==> config.mk <==
export PLATFORM = sky130hd
export DESIGN_NAME = shift_right_iter
export DESIGN_NICKNAME = d
export VERILOG_FILES = /design/src/rtl/shift_pkg.sv /design/src/rtl/shift_right_step.sv /design/src/rtl/shift_right_iter.sv
export SDC_FILE = /design/constraint.sdc
export NUM_CORES = 1
export LEC_CHECK = 0
export CAP_MARGIN = 20
export CORE_MARGIN = 4
export CORE_UTILIZATION = 50
export DETAILED_ROUTE_END_ITERATION = 7
export GPL_TIMING_DRIVEN = 0
export PLACE_DENSITY = 0.74
export SKIP_CTS_REPAIR_TIMING = 1
export SYNTH_ARGS = -nofsm -noshare
export SYNTH_HDL_FRONTEND = slang
export SYNTH_HIERARCHICAL = 1
export SYNTH_SLANG_ARGS = --single-unit
==> constraint.sdc <==
create_clock -name clock -period 7.1 [get_ports clock]
set_clock_uncertainty 0.05 [all_clocks]
set_input_delay 1.775 -clock clock [delete_from_list [all_inputs] [get_ports clock]]
set_output_delay 1.775 -clock clock [all_outputs]
set_load 0.02 [all_outputs]
==> src/rtl/shift_pkg.sv <==
// Shared definitions for the iterative right-shift unit.
package shift_pkg;

  localparam int WIDTH_DEFAULT = 32;
  localparam int SHW_DEFAULT   = 5;

  typedef enum logic {
    IDLE  = 1'b0,
    SHIFT = 1'b1
  } state_t;

endpackage

==> src/rtl/shift_right_step.sv <==
// One combinational right-shift step: shifts data right by k and fills the vacated top bits.
module shift_right_step #(
  parameter int WIDTH = 32,
  parameter int SHW   = 5
) (
  input  logic [WIDTH-1:0] data,
  input  logic             fill,
  input  logic [SHW-1:0]   k,
  output logic [WIDTH-1:0] shifted
);

  localparam logic [WIDTH-1:0] ONES = '1;

  logic [WIDTH-1:0] top_mask;

  // Mask covering the k vacated MSBs.
  assign top_mask = ~(ONES >> k);
  assign shifted  = (data >> k) | ({WIDTH{fill}} & top_mask);

endmodule

==> src/rtl/shift_right_iter.sv <==
// Multi-cycle SRL/SRA unit: shifts up to STEP bits per clock with a start/busy/done handshake.
module shift_right_iter
  import shift_pkg::*;
#(
  parameter int WIDTH = WIDTH_DEFAULT,
  parameter int SHW   = SHW_DEFAULT,
  parameter int STEP  = 1
) (
  input  logic             clock,
  input  logic             reset_n,
  input  logic             start,
  input  logic [WIDTH-1:0] in,
  input  logic [SHW-1:0]   shamt,
  input  logic             arith,
  output logic             busy,
  output logic             done,
  output logic [WIDTH-1:0] out
);

  localparam logic [SHW-1:0] STEP_W = SHW'(STEP);

  state_t           state_q, state_d;
  logic [WIDTH-1:0] data_q, data_d;
  logic [SHW-1:0]   cnt_q, cnt_d;
  logic             fill_q, fill_d;
  logic [WIDTH-1:0] out_q, out_d;
  logic             done_q, done_d;
  logic [SHW-1:0]   k;
  logic [WIDTH-1:0] step_data;

  assign k = (cnt_q < STEP_W) ? cnt_q : STEP_W;

  shift_right_step #(
    .WIDTH(WIDTH),
    .SHW  (SHW)
  ) u_step (
    .data   (data_q),
    .fill   (fill_q),
    .k      (k),
    .shifted(step_data)
  );

  always_ff @(posedge clock or negedge reset_n) begin
    if (!reset_n) begin
      state_q <= IDLE;
      data_q  <= '0;
      cnt_q   <= '0;
      fill_q  <= 1'b0;
      out_q   <= '0;
      done_q  <= 1'b0;
    end else begin
      state_q <= state_d;
      data_q  <= data_d;
      cnt_q   <= cnt_d;
      fill_q  <= fill_d;
      out_q   <= out_d;
      done_q  <= done_d;
    end
  end

  always_comb begin
    state_d = state_q;
    data_d  = data_q;
    cnt_d   = cnt_q;
    fill_d  = fill_q;
    out_d   = out_q;
    done_d  = 1'b0;
    case (state_q)
      IDLE: begin
        if (start) begin
          data_d  = in;
          cnt_d   = shamt;
          fill_d  = arith & in[WIDTH-1];
          state_d = SHIFT;
        end
      end
      SHIFT: begin
        if (cnt_q != '0) begin
          data_d = step_data;
          cnt_d  = cnt_q - k;
        end else begin
          out_d   = data_q;
          done_d  = 1'b1;
          state_d = IDLE;
        end
      end
      default: state_d = IDLE;
    endcase
  end

  // busy follows the state so it drops in the done cycle, allowing back-to-back starts.
  assign busy = (state_q == SHIFT);
  assign done = done_q;
  assign out  = out_q;

endmodule

# After elaboration in Yosys (flattened, before gate mapping)
# Cells that the tools add are included.
totals:
  regBits: 72
  in_bits: 41
  output_inout_bits: 34
  word_cells: 34
classes:
  addsub: 1
  magnitude_cmp: 1
  eq_ne: 2
  shift: 2
  muxes: 12
  bitwise: 6
  reduce_logical: 4
op_table:
  columns: ["op", "n"]
  rows:
  - ["$mux 32", 2]
  - ["$pmux 32 s2", 1]
  - ["$and 32x32->32", 1]
  - ["$not 32->32", 1]
  - ["$or 32x32->32", 1]
  - ["$shr 32x5->32", 1]
  - ["$shr 32x5->32 const A", 1]
  - ["$mux 5", 3]
  - ["$pmux 5 s2", 1]
  - ["$reduce_and 2->1", 3]
  - ["$lt 5x1->1 const B", 1]
  - ["$reduce_bool 5->1", 1]
  - ["$sub 5x5->5", 1]
  - ["$mux 1", 4]
  - ["$ne 2x1->1 const B", 1]
  - ["$ne 2x2->1 const B", 1]
  - ["$not 1->1", 2]
  - ["$pmux 1 s2", 1]
  - ["$and 1x1->1", 1]

# Longest topological paths before layout
# Gate-level depths: netlist of run 1.
logic_depth:
  ltp_word: 8
  mapped_depth: 11
  mapped_depth_nobuf: 7

# Cells and area by module
# The synthesis of run 1 kept the hierarchy.
by_module_without_submodules:
  columns: ["module", "n_inst", "cells_each", "area_each_um2", "seq_area_each_um2"]
  rows:
  - ["shift_right_iter", 1, 261, 3397.0, 1801.7]
  - ["shift_right_step", 1, 257, 2128.3, 0.0]

# Worst setup path before layout of run 1
# OpenSTA, ideal clock, no wires.
synth_timing:
  path_kind: "in2reg"
  start: "in start"
  end: "reg cnt_q[1]"
  setup_time_ns: 0.138
  t_arrival_ns: 2.688
  required_time_ns: 6.912
  path_slack_ns: 4.224
  path_stages: 5
  n_path_buf: 3
  cell_sequence: "buf_2 > buf_2 > clkbuf_1 > mux2i_1 > o22ai_1"
synth_between:
  elab_chain_len: 2
synth_lines:
  columns: ["item", "line", "rtl"]
  rows:
  - ["start, declared", "shift_right_iter.sv:11", "input logic start,"]
  - ["$ne 2x2->1 (no line)", null, null]
  - ["$reduce_and 2->1 (no line)", null, null]
  - ["end signal, assigned", "shift_right_iter.sv:54", "cnt_q <= cnt_d;"]
  - ["end, declared", "shift_right_iter.sv:24", "logic [SHW-1:0] cnt_q, cnt_d;"]
# Every way passes these cells.
# A chain may end at the register's enable or synchronous reset.

# Worst setup path in the final report of run 1
layout_timing:
  start: "reg out_q[18], in the netlist out[18]"
  end: "out out[18]"
layout_lines:
  columns: ["item", "line", "rtl"]
  rows:
  - ["start, declared", "shift_right_iter.sv:26", "logic [WIDTH-1:0] out_q, out_d;"]
  - ["start signal, assigned", "shift_right_iter.sv:56", "out_q <= out_d;"]
  - ["end, declared", "shift_right_iter.sv:17", "output logic [WIDTH-1:0] out"]
# No word-level cell between the ends.

==> run summary, run 1 <==
Die W: 113 um
Starting density of the core: 0.510
CP required: 5.28 ns
Setup crit end kind: output port
Synth warnings: 6
Vias in the first global route: 5,208
Fill cells: 917
Final Cycle Share: 0.447
Per-cell routed wire length: 25.2 um
Routed Antenna Nets: 0
Cell Chain, Critical Path: clkdlybuf4s50_1
Multi-input logic area: 3440 um2
Arrival time at the worst endpoint: 1.35 ns
I/O Buffers: 73
Worst Max-Slew Pin Slew: 0.684 ns
Leak: 0.00272 uW
Max Cap Viol: 0
Post-synth top flop: dfrtp_1
Global placement routability congestion: 1.02
CORE AREA: 10,800 um2
DRT iter0 DRCs: 443
WL final: 19,100 um
Antenna violations before repair: 0
CP delay by family, top: buffers and inverters
Post-Synthesis Cell Area: 5530 um2
Flip-flop and latch area: 1800 um2
Synth unique cells: 57
Largest area contributor in the netlist: dfrtp_1
Highest-delay cell along the critical path: clkdlybuf4s50_1
Power density over the cells: 456 nW/um2
Root buffer cell: clkbuf_8
H-Tree Level Count: 3
Max_slew headroom: 0.544
Worst-path clk slew: 0.09 ns
RSZ-0062 raised after global routing: no
CTS Sinks: 72
Largest net degree at the start of global routing: 41
Status: finished, final reports clean
Critical path peak fanout: 2
Worst IR drop on VDD: 0.300 mV
Post-synth EDFFs: 0
First-pass DRT Iterations: 5
Layout cells sized above 1: 0.227
Ranking of synthesized cells by area: dfrtp_1, mux4_2, mux2_2, mux2i_1, a211o_1
Setup_tns: 0 ns
Pins Over Slew Limit: 0
Die Y-Extent: 113 um
Cts bufs inserted: 9
Clock Latency Late Sink: 0.36 ns
Sequential fraction of the synthesis area: 0.326
Worst setup path class: reg -> out
Via/cell ratio: 6.64
Seq cells post-synth: 72
Area growth syn-to-layout: 21.6%
ANT cells: 0
Synth top area share: 0.326
Slowest stage delay, CP: 0.63 ns
Standard-cell rows: 38
Tot Pwr: 3070 uW
Longest Clk Path Bufs: 2
Async SR Flop Fraction: 1.00
Buffers & Inverters on Critical Path: 1
All-Layer GR Usage: 0.307
# setup viols final: 0
Remaining Overflow, GRT: 0
Fmax: 315 MHz
Hpwl dp: 14,500 um
Global-route wire length before repair: 30,000 um
# DRC: 0
Vias: 5,046
IO Pins: 75
Setup crit start kind: flop
Post-route minimum period: 3.18 ns
Cell count after synthesis: 518
Avg Cell Area, Syn: 10.7 um2
Final nets: 657
Final count of hold timing violations: 0
Hold Path Class: reg -> reg
CTS tree: yes
DIE AREA: 12,800 um2
==> cells in the final DEF, fill, tap and decap left out, types with 3 or more instances in the layout <==
master           count
o22ai_1              6
o22a_1               3
inv_1                7
nand3_1              8
nor2_1              18
dfrtp_1             72
and3_1               5
buf_1                3
nor3_1               4
o221ai_1             9
o211ai_1             4
o21ai_1              4
nand2_1             38
conb_1              13
mux2_2              37
buf_2               11
clkbuf_8             9
a21oi_1             16
nand2b_1             5
mux2_1               5
nor2b_1             38
o221a_1              8
a211o_1             32
clkbuf_1            28
a31oi_1              3
clkdlybuf4s50_1     72
mux4_2              32
buf_4                4
buf_6                9
mux2i_1             29
o221a_2             24
a221oi_1             5
o21ai_0             16
==> Yosys cell counts (3+ instances only) <==
| cell type | number |
|---|---|
| o22ai_1 | 6 |
| nand2b_1 | 5 |
| a31oi_1 | 3 |
| inv_1 | 7 |
| nor2_1 | 18 |
| and3_1 | 5 |
| o221a_1 | 8 |
| nor2b_1 | 38 |
| buf_4 | 3 |
| nand3_1 | 8 |
| mux2i_1 | 29 |
| a21oi_1 | 16 |
| nand2_1 | 38 |
| mux2_1 | 5 |
| o211ai_1 | 4 |
| o22a_1 | 3 |
| buf_6 | 9 |
| o221ai_1 | 9 |
| buf_2 | 11 |
| clkbuf_1 | 28 |
| a221oi_1 | 5 |
| mux2_2 | 37 |
| dfrtp_1 | 72 |
| buf_1 | 3 |
| o221a_2 | 24 |
| o21ai_0 | 16 |
| a211o_1 | 32 |
| mux4_2 | 32 |
| nor3_1 | 4 |
| o21ai_1 | 4 |
==> path summary, 6_finish.rpt <==
kind | from | endpoint | slack, ns | depth (start not counted)
setup / recovery | out[18] | out[18] | 3.92 | 1
hold / removal | out[14] | out[14] | 0.44 | 1
setup reg to reg | cnt_q[1] | data_q[22] | 4.14 | 9
hold reg to reg | out[14] | out[14] | 0.44 | 1
max in group asynchronous | reset_n | out[14] | 5.12 | 2
min in group asynchronous | reset_n | out[30] | 1.32 | 1
==> where the power goes <==
| part | switching (uW) | internal, uW |
|---|---|---|
| Sequential | 245 | 615 |
| Clock | 177 | 203 |
| Combinational | 888 | 939 |
==> flip-flops by register name, summed over array words and instances (netlist names) <==
register / count
cnt_q: 5
data_q: 32
out: 32
done: 1
busy: 1
fill_q: 1
==> logic make-up after synthesis <==
| family | count (synthesis) | synth area share |
|---|---|---|
| AND/OR/NAND/NOR | 131 | 0.124 |
| flip-flops | 72 | 0.326 |
| buffers and inverters | 62 | 0.0589 |
| multiplexers | 103 | 0.269 |
| other | 1 | 0.000679 |
| adder cells (fa/ha/maj) | 1 | 0.00226 |
| AO/OA/AOI/OAI | 148 | 0.220 |
==> metrics by stage <==
step / setup slack (ns) / instances / instance area [um2] / util / hold WS (ns)
2_1_floorplan: 4.22 / 530 / 5570 / - / 0.386
3_3_place_gp: 1.70 / 743 / 6480 / 0.597 / 0.410
3_5_place_dp: 3.81 / 744 / 6490 / 0.599 / 0.428
4_1_cts: 3.90 / 760 / 6720 / 0.620 / 0.446
5_1_grt: 3.87 / 760 / 6720 / 0.620 / 0.472
6_report: 3.92 / 760 / 6720 / 0.620 / 0.444
==> per-layer routing <==
layer	part of all wire	track usage	vias to the layer above	wire length (um)
li1	-	-	2203	-
met1	0.40	0.399	2531	7710
met2	0.47	0.475	258	9000
met3	0.084	0.0807	54	1610
met4	0.042	0.154	0	810
met5	0	0	-	0
==> area by class of cell <==
type / count / area share
tap: 140 / 0.0261
timing repair buffer: 74 / 0.111
clock inverter: 7 / 0.0153
inverter: 8 / 0.00447
multi-input combinational: 396 / 0.512
buffer: 54 / 0.0439
sequential: 72 / 0.268
clock buffer: 9 / 0.0184
Note: power is estimated with default switching activity, not from simulation.
==> run 2, diff against run 1 <==
--- a/config.mk
+++ b/config.mk
@@ -10,7 +10,7 @@
 export CORE_UTILIZATION = 50
 export DETAILED_ROUTE_END_ITERATION = 7
 export GPL_TIMING_DRIVEN = 0
-export PLACE_DENSITY = 0.74
+export PLACE_DENSITY = 0.77
 export SKIP_CTS_REPAIR_TIMING = 1
 export SYNTH_ARGS = -nofsm -noshare
 export SYNTH_HDL_FRONTEND = slang
==> constraint.sdc (replaced) <==
create_clock -name clock -period 2.9 [get_ports clock]
set_clock_uncertainty 0.05 [all_clocks]
set_input_delay 0.725 -clock clock [delete_from_list [all_inputs] [get_ports clock]]
set_output_delay 0.725 -clock clock [all_outputs]
set_load 0.02 [all_outputs]
==> run 2 against run 1 <==
Sequential share of layout area rose by 0.13 points; flip-flop and latch count did not move; clock power rose by 93%; worst setup slack got worse by 3.8 ns; worst hold slack got worse by 0.18 ns; sequential power rose by 150%; first-iteration DRC count rose by 6.5%; count of clock-buffer cells in the layout rose by 1; critical path type is now reg -> reg; largest cell class unchanged; combinational power rose by 150%.
==> run summary, run 2 (synthesis results as in run 1) <==
Hold Path Class: in -> async (was reg -> reg)
Fmax: 357 MHz
Worst IR drop on VDD: 0.632 mV (was 0.300 mV)
Setup crit start kind: flop (unchanged)
Hpwl dp: 14,700 um (was 14,500 um)
Fill cells: 887 (was 917)
CTS tree: yes (unchanged)
Global placement routability congestion: 1.03 (was 1.02)
Setup crit end kind: flop (was output port)
Worst Max-Slew Pin Slew: 0.685 ns (was 0.684 ns)
Worst setup path class: reg -> reg (was reg -> out)
Remaining Overflow, GRT: 0 (unchanged)
P_int: 4150 uW (was 1760 uW)
Placed Area: 6490 um2 (unchanged)
Per-cell routed wire length: 25.6 um (was 25.2 um)
ANT cells: 0 (unchanged)
Layout cells sized above 1: 0.236 (was 0.227)
CORE AREA: 10,800 um2 (unchanged)
Tot Pwr: 7400 uW (was 3070 uW)
Final Cell Area: 6700 um2 (was 6720 um2)
Leak: 0.00270 uW (was 0.00272 uW)
Longest Clk Path Bufs: 2 (unchanged)
Most frequent cells in the layout: clkdlybuf4s50_1, dfrtp_1, nor2b_1, nand2_1, mux2_2 (was dfrtp_1, clkdlybuf4s50_1, nor2b_1, nand2_1, mux2_2)
Arrival time at the worst endpoint: 2.98 ns (was 1.35 ns)
Flop pwr share: 0.285 (was 0.280)
Final nets: 659 (was 657)
Psw: 3250 uW (was 1310 uW)
Starting density of the core: 0.510 (unchanged)
First-pass DRT Iterations: 5 (unchanged)
Clock network power share: 0.099 (was 0.124)
Critical path peak fanout: 10 (was 2)
Worst-path clk slew: 0.09 ns (about the same)
Final Cycle Share: 0.966
Final count of hold timing violations: 0 (unchanged)
Vias: 5,129 (was 5,046)
Area growth syn-to-layout: 21.3% (was 21.6%)
Pins Over Slew Limit: 0 (unchanged)
Die W: 113 um (unchanged)
Routed Antenna Nets: 0 (unchanged)
Setup_tns: 0 ns (unchanged)
Antenna violations before repair: 0 (unchanged)
H-Tree Level Count: 3 (unchanged)
RSZ-0062 raised after global routing: no (unchanged)
Status: finished, final reports clean (unchanged)
WL final: 19,500 um (was 19,100 um)
Highest-delay cell along the critical path: mux4_2 (was clkdlybuf4s50_1)
All-Layer GR Usage: 0.309 (was 0.307)
Largest net degree at the start of global routing: 42 (was 41)
Post-route minimum period: 2.80 ns
# setup viols final: 0 (unchanged)
Vias in the first global route: 5,182 (was 5,208)
Power density over the cells: 1100 nW/um2 (was 456 nW/um2)
CP required: 3.08 ns (was 5.28 ns)
Clock Latency Late Sink: 0.35 ns (was 0.36 ns)
Cts bufs inserted: 9 (unchanged)
Cell Chain, Critical Path: nor4_4, nand2b_1, buf_6, buf_4, mux4_2, a22o_1, a31oi_1, o21ai_1, o221a_2 (was clkdlybuf4s50_1)
I/O Buffers: 73 (unchanged)
Slowest stage delay, CP: 0.54 ns (was 0.63 ns)
Most common cell after layout, fill and taps aside: clkdlybuf4s50_1
Global-route wire length before repair: 30,300 um (was 30,000 um)
IO Pins: 75 (unchanged)
Multi-input logic area: 3460 um2 (was 3440 um2)
DRT iter0 DRCs: 472 (was 443)
Max Cap Viol: 0 (unchanged)
Via/cell ratio: 6.73 (was 6.64)
# DRC: 0 (unchanged)
Flip-flop and latch area: 1810 um2 (was 1800 um2)
Max_slew headroom: 0.543 (was 0.544)
CTS Sinks: 72 (unchanged)
Comb pwr share: 0.616 (was 0.596)
Root buffer cell: clkbuf_8 (unchanged)
DIE AREA: 12,800 um2 (unchanged)
Sw Share: 0.439 (was 0.427)
Standard-cell rows: 38 (unchanged)
Die Y-Extent: 113 um (unchanged)
==> run 2: changes by cell type in the layout (fill, tap and decap cells not counted), moves of 2 or more <==
| cell | change |
|---|---|
| dfrtp_2 | +3 |
| dfrtp_1 | -3 |
| bufinv_16 | -2 |
| buf_4 | +2 |
==> run 2: power by group through the flow <==
stage          sequential, uW  clock (uW)  combinational [uW]
6_report                 2110         734                4550
5_1_grt                  2190         784                4820
4_1_cts                  2080         739                4390
3_5_place_dp             2100           0                4380
3_3_place_gp             2060           0                4280
2_1_floorplan            2170           0                2820
==> run 2: per-stage QoR <==
stage / util / std cells / hold slack, ns / worst slack, ns
final: 0.618 / 762 / 0.263 / 0.0986
after global routing: 0.618 / 762 / 0.270 / 0.0332
after CTS: 0.615 / 760 / 0.261 / 0.0482
after detailed placement: 0.599 / 744 / 0.419 / 0.0850
after global placement: 0.597 / 743 / 0.407 / -1.42
after floorplan: - / 530 / 0.379 / 0.370
==> run 2: path summary, 6_finish.rpt <==
path                            depth (start not counted)  slack [ns]     start          to
worst min register to register                          2        0.43    fill_q      fill_q
worst max register to register                          9         0.1  cnt_q[2]  data_q[22]
min in group clock                                      2        0.43    fill_q      fill_q
worst min-delay path                                    1        0.26   reset_n     out[30]
worst max-delay path                                    9         0.1  cnt_q[2]  data_q[22]
max in group asynchronous                               2        1.97   reset_n    cnt_q[4]
==> run 2: worst max-delay path, delay by kind of cell (launching register included) <==
family / cells / cell delay [ns]
mux: 1 / 0.54
flops: 1 / 0.46
buf+inv: 2 / 0.35
compound gates: 4 / 0.86
simple gates: 2 / 0.40
==> run 2: layout make-up <==
cell class	instances	share of cell area
clock buffer	10	0.0190
timing repair buffer	76	0.114
inverter	8	0.00448
multi-input combinational	396	0.516
clock inverter	6	0.00653
sequential	72	0.269
buffer	54	0.0441
tap	140	0.0261
==> run 2: per-layer routing <==
| metal | vias to the layer above | global-route usage | part of all wire |
|---|---|---|---|
| met5 | - | 0 | 0 |
| met4 | 0 | 0.127 | 0.041 |
| met3 | 52 | 0.0749 | 0.084 |
| met2 | 282 | 0.495 | 0.48 |
| met1 | 2585 | 0.402 | 0.40 |
| li1 | 2210 | - | - |
==> run 3, diff against run 2 <==
--- a/config.mk
+++ b/config.mk
@@ -10,6 +10,7 @@
 export CORE_UTILIZATION = 50
 export DETAILED_ROUTE_END_ITERATION = 7
 export GPL_TIMING_DRIVEN = 0
+export HOLD_SLACK_MARGIN = 0.15
 export PLACE_DENSITY = 0.77
 export SKIP_CTS_REPAIR_TIMING = 1
 export SYNTH_ARGS = -nofsm -noshare
==> results of run 3 <==
No change in the layout: final DEF, timing and power equal those of run 2.
